**config.mk**
```make
export PLATFORM = sky130hd
export DESIGN_NAME = vga_scan_gen
export DESIGN_NICKNAME = d
export VERILOG_FILES = /design/src/rtl/vga_timing_pkg.sv /design/src/rtl/sync_delay.sv /design/src/rtl/vga_scan_gen.sv
export SDC_FILE = /design/constraint.sdc
export NUM_CORES = 1
export LEC_CHECK = 0
export ABC_CLOCK_PERIOD_IN_PS = 3450
export CORE_AREA = 2 2 94 96
export DETAILED_ROUTE_END_ITERATION = 12
export DIE_AREA = 0 0 96 98
export SYNTH_ARGS = -nofsm -noshare
export SYNTH_HDL_FRONTEND = slang
export SYNTH_SLANG_ARGS = --single-unit
```
**constraint.sdc**
```tcl
create_clock -name clk -period 3.45 [get_ports clk]
set_input_delay 0.345 -clock clk [delete_from_list [all_inputs] [get_ports clk]]
set_output_delay 0.345 -clock clk [all_outputs]
set_load 0.02 [all_outputs]
```
**src/rtl/vga_timing_pkg.sv**
```systemverilog
// Shared 640x480 @ 60 Hz raster constants, scan flag bundle and window helper.
package vga_timing_pkg;

    localparam int DEF_H_ACTIVE   = 640;
    localparam int DEF_H_FP       = 16;
    localparam int DEF_H_SYNC     = 96;
    localparam int DEF_H_BP       = 48;
    localparam int DEF_V_ACTIVE   = 480;
    localparam int DEF_V_FP       = 10;
    localparam int DEF_V_SYNC     = 2;
    localparam int DEF_V_BP       = 33;
    localparam int DEF_PIPE_DELAY = 2;

    localparam int H_TOTAL  = DEF_H_ACTIVE + DEF_H_FP + DEF_H_SYNC + DEF_H_BP;
    localparam int V_TOTAL  = DEF_V_ACTIVE + DEF_V_FP + DEF_V_SYNC + DEF_V_BP;
    localparam int HS_START = DEF_H_ACTIVE + DEF_H_FP;
    localparam int HS_END   = HS_START + DEF_H_SYNC;
    localparam int VS_START = DEF_V_ACTIVE + DEF_V_FP;
    localparam int VS_END   = VS_START + DEF_V_SYNC;

    localparam int RGB_W = 24;

    // Flags carried down the delay line; all-zero means "blank, no sync".
    typedef struct packed {
        logic active;
        logic hs;
        logic vs;
    } scan_flags_t;

    // True when a 10-bit counter value lies in the half-open window [lo, hi).
    function automatic logic in_window(input logic [9:0] value, input int lo, input int hi);
        return (int'(value) >= lo) && (int'(value) < hi);
    endfunction

endpackage

```
**src/rtl/sync_delay.sv**
```systemverilog
// Fixed-depth shift register that realigns sync/blank flags with pixel data.
module sync_delay
    import vga_timing_pkg::*;
#(
    parameter int DEPTH = 2,
    parameter int WIDTH = 3
) (
    input  logic             clk,
    input  logic             resetn,
    input  logic [WIDTH-1:0] d,
    output logic [WIDTH-1:0] q
);

    logic [WIDTH-1:0] stages [DEPTH];

    // Shift flags one stage per pixel clock; clear flushes every stage to inactive.
    always_ff @(posedge clk) begin
        if (!resetn) begin
            for (int i = 0; i < DEPTH; i++) begin
                stages[i] <= '0;
            end
        end else begin
            stages[0] <= d;
            for (int i = 1; i < DEPTH; i++) begin
                stages[i] <= stages[i-1];
            end
        end
    end

    assign q = stages[DEPTH-1];

endmodule

```
**src/rtl/vga_scan_gen.sv**
```systemverilog
// VGA raster timing source: scan coordinates out, delayed sync/blank and colour to the DAC.
module vga_scan_gen
    import vga_timing_pkg::*;
#(
    parameter int H_ACTIVE   = DEF_H_ACTIVE,
    parameter int H_FP       = DEF_H_FP,
    parameter int H_SYNC     = DEF_H_SYNC,
    parameter int H_BP       = DEF_H_BP,
    parameter int V_ACTIVE   = DEF_V_ACTIVE,
    parameter int V_FP       = DEF_V_FP,
    parameter int V_SYNC     = DEF_V_SYNC,
    parameter int V_BP       = DEF_V_BP,
    parameter int PIPE_DELAY = DEF_PIPE_DELAY
) (
    input  logic             clk,
    input  logic             resetn,
    output logic [8:0]       row,
    output logic [9:0]       col,
    output logic             line_start,
    output logic             frame_start,
    input  logic [RGB_W-1:0] pix_in,
    output logic             hsync_n,
    output logic             vsync_n,
    output logic             video_on,
    output logic [RGB_W-1:0] rgb_out
);

    localparam int LINE_LEN  = H_ACTIVE + H_FP + H_SYNC + H_BP;
    localparam int FRAME_LEN = V_ACTIVE + V_FP + V_SYNC + V_BP;
    localparam int HS_LO     = H_ACTIVE + H_FP;
    localparam int HS_HI     = HS_LO + H_SYNC;
    localparam int VS_LO     = V_ACTIVE + V_FP;
    localparam int VS_HI     = VS_LO + V_SYNC;

    logic [9:0]  hcount;
    logic [9:0]  vcount;
    logic        line_end;
    logic        frame_end;
    scan_flags_t flags_now;
    scan_flags_t flags_late;

    // Decode end-of-line / end-of-frame from the raw counters.
    always_comb begin
        line_end  = (hcount == 10'(LINE_LEN - 1));
        frame_end = (vcount == 10'(FRAME_LEN - 1));
    end

    // Free-running raster counters; vcount steps only when a line wraps.
    always_ff @(posedge clk) begin
        if (!resetn) begin
            hcount <= '0;
            vcount <= '0;
        end else if (line_end) begin
            hcount <= '0;
            vcount <= frame_end ? 10'd0 : vcount + 10'd1;
        end else begin
            hcount <= hcount + 10'd1;
        end
    end

    // Undelayed flags and coordinates for the pixel generators.
    always_comb begin
        flags_now.active = (hcount < 10'(H_ACTIVE)) && (vcount < 10'(V_ACTIVE));
        flags_now.hs     = in_window(hcount, HS_LO, HS_HI);
        flags_now.vs     = in_window(vcount, VS_LO, VS_HI);
        col              = flags_now.active ? hcount : 10'd0;
        row              = flags_now.active ? vcount[8:0] : 9'd0;
        line_start       = (hcount == 10'd0);
        frame_start      = (hcount == 10'd0) && (vcount == 10'd0);
    end

    sync_delay #(
        .DEPTH (PIPE_DELAY),
        .WIDTH ($bits(scan_flags_t))
    ) u_sync_delay (
        .clk    (clk),
        .resetn (resetn),
        .d      (flags_now),
        .q      (flags_late)
    );

    // Output register: colour is gated by the realigned active flag so porches stay black.
    always_ff @(posedge clk) begin
        if (!resetn) begin
            hsync_n  <= 1'b1;
            vsync_n  <= 1'b1;
            video_on <= 1'b0;
            rgb_out  <= '0;
        end else begin
            hsync_n  <= ~flags_late.hs;
            vsync_n  <= ~flags_late.vs;
            video_on <= flags_late.active;
            rgb_out  <= flags_late.active ? pix_in : '0;
        end
    end

endmodule

```
==> impl_metrics.py, run 1 <==
metrics = {
    "global_routing": {
        "grt_pass1_wl_um": 8020,
        "overflow": 0,
        "grt_max_degree": 26,
        "grt_use_total_pct": 10.7,
        "grt_pass1_vias": 1620,
        "antenna_found_initial": 0,
    },
    "logic_synthesis": {
        "yosysMostFrequentCell": "dfxtp_1",
        "async_flop_share_pct": 0,
        "ys_seq_area_share_pct": 51.3,
        "synth_top_area_share_pct": 51.3,
        "synth_area_leaders": "dfxtp_1, and3_1, and2_1",
        "synth.largest_area_cell": "dfxtp_1",
        "syn-num-nets": 246,
        "synth_edf_count": 0,
        "synth_cells": 216,
        "syn_area_um2": 2070,
        "post_synth_num_cell_types": 32,
        "synth.avg_cell_area_um2": 9.58,
        "synth-seq-cells": 53,
        "synth_warnings": 0,
        "ys_dominant_reg_cell": "dfxtp_1",
        "synth_commonest_cells": "dfxtp_1, and3_1, and2_1",
    },
    "die": {
        "initial_core_util_pct": 24.4,
        "die_w_um": 96,
        "design.die.area_um2": 9410,
        "ios": 74,
        "rows": 34,
        "die_h_um": 98,
        "core_region_area_um2": 8470,
    },
    "routing": {
        "vias": 1732,
        "drc": 0,
        "dr.pass1.iters": 6,
        "wl_um": 4980,
        "antenna_left": 0,
        "vias_per_cell": 4.40,
        "drtIter0Drc": 31,
        "post_drt_wl_per_cell_um": 12.6,
    },
    "sta": {
        "fin_ws_ps": 506,
        "tightest_slew_ps": 708,
        "finalSetupTns_ps": 0,
        "setup-violations-final": 0,
        "fin_crit_ps": 2940,
        "finalHoldViolCount": 0,
        "max_slew_margin_pct": 52.7,
        "fmax_mhz": 340,
        "drv_slew": 0,
        "rsz0062_at_grt": "false",
        "min_period_over_period_pct": 85.3,
        "finalClockSkew_ps": 6.60,
    },
    "finish": {
        "multiInputGateArea_um2": 936,
        "num-nets-final": 315,
        "syn_to_final_growth_pct": 44.2,
        "drive_gt1_share_pct": 4.20,
        "fillers": 891,
        "n_antenna_cell": 0,
        "layout.area.seq_um2": 1060,
    },
    "job": {
        "cap_violations": 0,
    },
    "worst_hold_path": {
        "hold_class": "reg2reg",
        "min_from": "u_sync_delay.stages[0][4]",
    },
    "critical_path": {
        "crit_chain": "or4_1 > nor4_1 > and4_1 > clkdlybuf4s50_1",
        "slowest_delay_ps": 600,
        "path_class": "reg2out",
        "cp_max_fo": 11,
        "r2r-start": "hcount[0]",
        "critPathLaunchType": "register",
        "end_kind": "output pin",
        "cpMaxStageDelayCell": "clkdlybuf4s50_1",
        "cp.arrival_ps": 2600,
        "required_ps": 3110,
        "startpoint": "hcount[7]",
    },
    "cts": {
        "h-tree-depth": 2,
        "clk_path_buf_depth": 2,
        "cts_tree": "yes",
        "clock_latency_ps": 300,
        "post_cts_buffers": 0,
        "cts_buffers": 5,
        "cts_root_buffer": "clkbuf_8",
        "path_clk_slew_ps": 100,
        "clock_sinks": 53,
        "cts_resized": 0,
        "holdBufCountCts": 0,
    },
    "status": {
        "status": "completed",
    },
    "placed_design": {
        "post-place-ws_ps": 830,
        "port_buffers": 73,
        "place_congestion": 0.852,
        "dpl.hpwl_um": 3670,
    },
    "pwr": {
        "power_density_nw_per_um2": 361,
        "p_leak_uw": 0.00115,
        "vdd_ir_drop_max_mv": 0.148,
    },
}
-- flip-flops by register name, indices dropped and copies added (netlist names) --
| name | cells |
|---|---|
| video_on | 1 |
| rgb_out | 24 |
| hcount | 10 |
| u_sync_delay.stages | 6 |
| hsync_n | 1 |
| vcount | 10 |
| vsync_n | 1 |
-- per-stage QoR --
step	std cells	util [%]	total power, uW	cell area (um^2)	hold WS [ps]
6_report	394	35.2	1080	2980	372
3_3_place_gp	386	34.3	756	2900	352
5_1_grt	394	35.2	1140	2980	383
4_1_cts	394	35.2	1110	2980	378
3_5_place_dp	386	34.3	756	2900	351
2_1_floorplan	216	-	690	2070	343
-- worst paths after layout --
kind                                     to  slack (ps)  cells after the start
worst min-delay path                hsync_n         370                      1
worst min register to register      hsync_n         370                      1
worst max register to register    vcount[1]        1250                      5
worst max-delay path            frame_start         510                      4
-- cell type report --
class                      count  area share [%]
sequential                    53            35.6
inverter                       6           0.755
timing repair buffer          75            25.0
clock buffer                   7            2.56
clock inverter                 1           0.252
multi-input combinational    144            31.4
tap                          108            4.53
-- metal layers --
metal | track usage (%) | part of all wire [%] | vias up
li1 | - | - | 880
met1 | 13.4 | 45 | 784
met2 | 17.7 | 47 | 63
met3 | 3.47 | 8.0 | 5
met4 | 2.64 | 0.70 | 0
met5 | 0 | 0 | -
-- power by group --
group	total (uW)	internal, uW	switching [uW]
combinational	106	60.1	45.9
sequential	634	623	10.5
clock	336	144	192
-- layout by cell type (no fill, tap or decap), types with 2 or more instances in the layout --
cell	n
a21oi_1	3
and2_1	24
and3_1	28
and4_1	2
buf_4	2
clkbuf_1	2
clkbuf_8	5
clkdlybuf4s50_1	73
dfxtp_1	53
ha_1	4
inv_1	6
nand2_1	6
nand3_1	6
nand4_1	4
nand4b_1	3
nand4bb_1	2
nor2_1	13
nor3_1	6
nor4_1	8
o21ai_0	5
or3_1	5
or4_1	3
xnor2_1	5
xor2_1	7
-- critical path: cells and delay by family, from the launching register on --
kind	cells	cell delay, ps
buffers and inverters	1	600
AND/OR/NAND/NOR	3	1280
flip-flops	1	410
-- logic make-up after synthesis --
| family | count (synthesis) | synth area share [%] |
|---|---|---|
| AOI/OAI and AO/OA | 12 | 3.51 |
| xor gates and xnor gates | 12 | 5.08 |
| adders and majority gates | 4 | 2.42 |
| buffers and inverters | 19 | 3.51 |
| DFF | 53 | 51.3 |
| muxes | 1 | 0.484 |
| and+or+nand+nor | 115 | 33.7 |
Power figures use the tool's default switching activity.
==> run 2: changes to the inputs <==
- CORE_AREA: 2 2 94 96 -> 10 10 102 104
- DIE_AREA: 0 0 96 98 -> 0 0 112 114
==> run 2 against run 1 <==
- clock power up 7.7%
- via count up 1.2%
- sequential share of layout area down 0.15 points
- power up 2.6%
- first-iteration DRC count up 150%
- core utilization up 0.15 points
- maximum frequency down 2.7%
- critical path depth unchanged
- highest routed layer unchanged
- wire length up 17%
==> impl_metrics.py, run 2 (synthesis results as in run 1) <==
metrics = {
    "critical_path": {
        "critPathLaunchType": "register",
        "end_kind": "output pin",
        "required_ps": 3110,
        "cp_max_fo": 11,
        "critPathTopFamily": "simple AND/OR/NAND/NOR gates",
        "r2r-start": "hcount[0]",
        "path_class": "reg2out",
        "cpMaxStageDelayCell": "clkdlybuf4s50_1",
        "r2r_slack_ps": 1230,
        "startpoint": "hcount[7]",
        "crit_chain": "or4_1 > nor4_1 > and4_1 > clkdlybuf4s50_1",
        "path_buf_inv": 1,
        "slowest_delay_ps": 610,
        "cp.arrival_ps": 2680,
    },
    "die": {
        "rows": 34,
        "die_h_um": 114,
        "design.die.area_um2": 12800,
        "initial_core_util_pct": 24.4,
        "core_region_area_um2": 8470,
        "die_w_um": 112,
        "ios": 74,
    },
    "cts": {
        "cts_resized": 0,
        "cts_tree": "yes",
        "clock_latency_ps": 300,
        "h-tree-depth": 2,
        "clock_sinks": 53,
        "cts_buffers": 5,
        "post_cts_buffers": 0,
        "clk_path_buf_depth": 2,
        "holdBufCountCts": 0,
        "cts_root_buffer": "clkbuf_8",
        "path_clk_slew_ps": 100,
    },
    "pwr": {
        "p_int_uw": 847,
        "p_clk_share_pct": 32.8,
        "power_density_nw_per_um2": 368,
        "p_leak_uw": 0.00116,
        "p_sw_uw": 257,
        "share_seq_of_total_power_pct": 57.4,
        "power_uw": 1100,
        "switching_share_pct": 23.3,
        "vdd_ir_drop_max_mv": 0.184,
        "combPwrFrac_pct": 9.8,
    },
    "sta": {
        "fmax_mhz": 330,
        "fin_crit_ps": 3030,
        "fin_ws_ps": 424,
        "drv_slew": 0,
        "tightest_slew_ps": 774,
        "finalSetupTns_ps": 0,
        "finalHoldViolCount": 0,
        "finalClockSkew_ps": 9.24,
        "min_period_over_period_pct": 87.7,
        "max_slew_margin_pct": 48.2,
        "rsz0062_at_grt": "false",
        "setup-violations-final": 0,
    },
    "finish": {
        "drive_gt1_share_pct": 4.90,
        "syn_to_final_growth_pct": 44.8,
        "layout_commonest_cell": "clkdlybuf4s50_1",
        "n_antenna_cell": 0,
        "reg_top3": "rgb_out x24, hcount x10, vcount x10",
        "postLayoutCellArea_um2": 3000,
        "largest_reg_flops": 24,
        "final_cells": 394,
        "layout_common_cells": "clkdlybuf4s50_1, dfxtp_1, and3_1, and2_1, nor2_1",
        "largest-register": "rgb_out",
        "num-nets-final": 315,
    },
    "placed_design": {
        "post-place-ws_ps": 811,
        "port_buffers": 73,
        "placed_cells": 386,
        "place_congestion": 0.805,
        "placement.cell_area_um2": 2900,
        "dpl.hpwl_um": 4350,
    },
    "routing": {
        "antenna_left": 0,
        "drtIter0Drc": 76,
        "vias": 1752,
        "vias_per_cell": 4.45,
        "wl_um": 5830,
        "post_drt_wl_per_cell_um": 14.8,
        "drc": 0,
        "dr.pass1.iters": 4,
    },
    "global_routing": {
        "grt_max_degree": 26,
        "antenna_found_initial": 0,
        "grt_use_total_pct": 9.13,
        "overflow": 0,
        "grt_pass1_wl_um": 9620,
        "grt_pass1_vias": 1767,
    },
    "job": {
        "cap_violations": 0,
    },
    "worst_hold_path": {
        "hold_class": "reg2reg",
        "min_from": "u_sync_delay.stages[0][3]",
    },
    "status": {
        "status": "completed",
    },
}
## run 2: cell types whose count changed in the layout (fill, tap and decap cells not counted)
cell / delta
clkinv_4: +1
clkinv_2: +1
clkbuf_8: +1
clkinvlp_4: -1
clkbuf_1: -2
## run 2: cell type report
type,count,area [um^2]
timing repair buffer,75,746
fill,879,5470
tap,108,135
inverter,6,22.5
sequential,53,1060
multi-input combinational,144,936
clock inverter,2,13.8
clock buffer,6,82.6
## run 2: per-layer routing
| layer | vias up | track usage, % | part of all wire [%] |
|---|---|---|---|
| met1 | 788 | 10.9 | 46 |
| met5 | - | 0 | 0 |
| met2 | 75 | 14.4 | 43 |
| met4 | 0 | 2.71 | 1.5 |
| li1 | 882 | - | - |
| met3 | 7 | 4.25 | 9.6 |
## run 2: power groups by stage
stage	clock network, uW	logic [uW]	registers, uW
CTS	388	110	635
floorplan	0	34.8	655
detailed placement	0	109	649
global route	408	119	637
global placement	0	109	649
finish	362	108	634
## run 2: worst paths after layout
path	endpoint	depth (start not counted)
max	frame_start	4
min	vsync_n	1
max reg2reg	vcount[0]	5
min reg2reg	vsync_n	1
## run 2: per-stage QoR
step	hold slack (ps)	utilization, %
3_3_place_gp	350	34.3
2_1_floorplan	343	-
5_1_grt	390	35.4
4_1_cts	375	35.4
3_5_place_dp	351	34.3
6_report	368	35.4
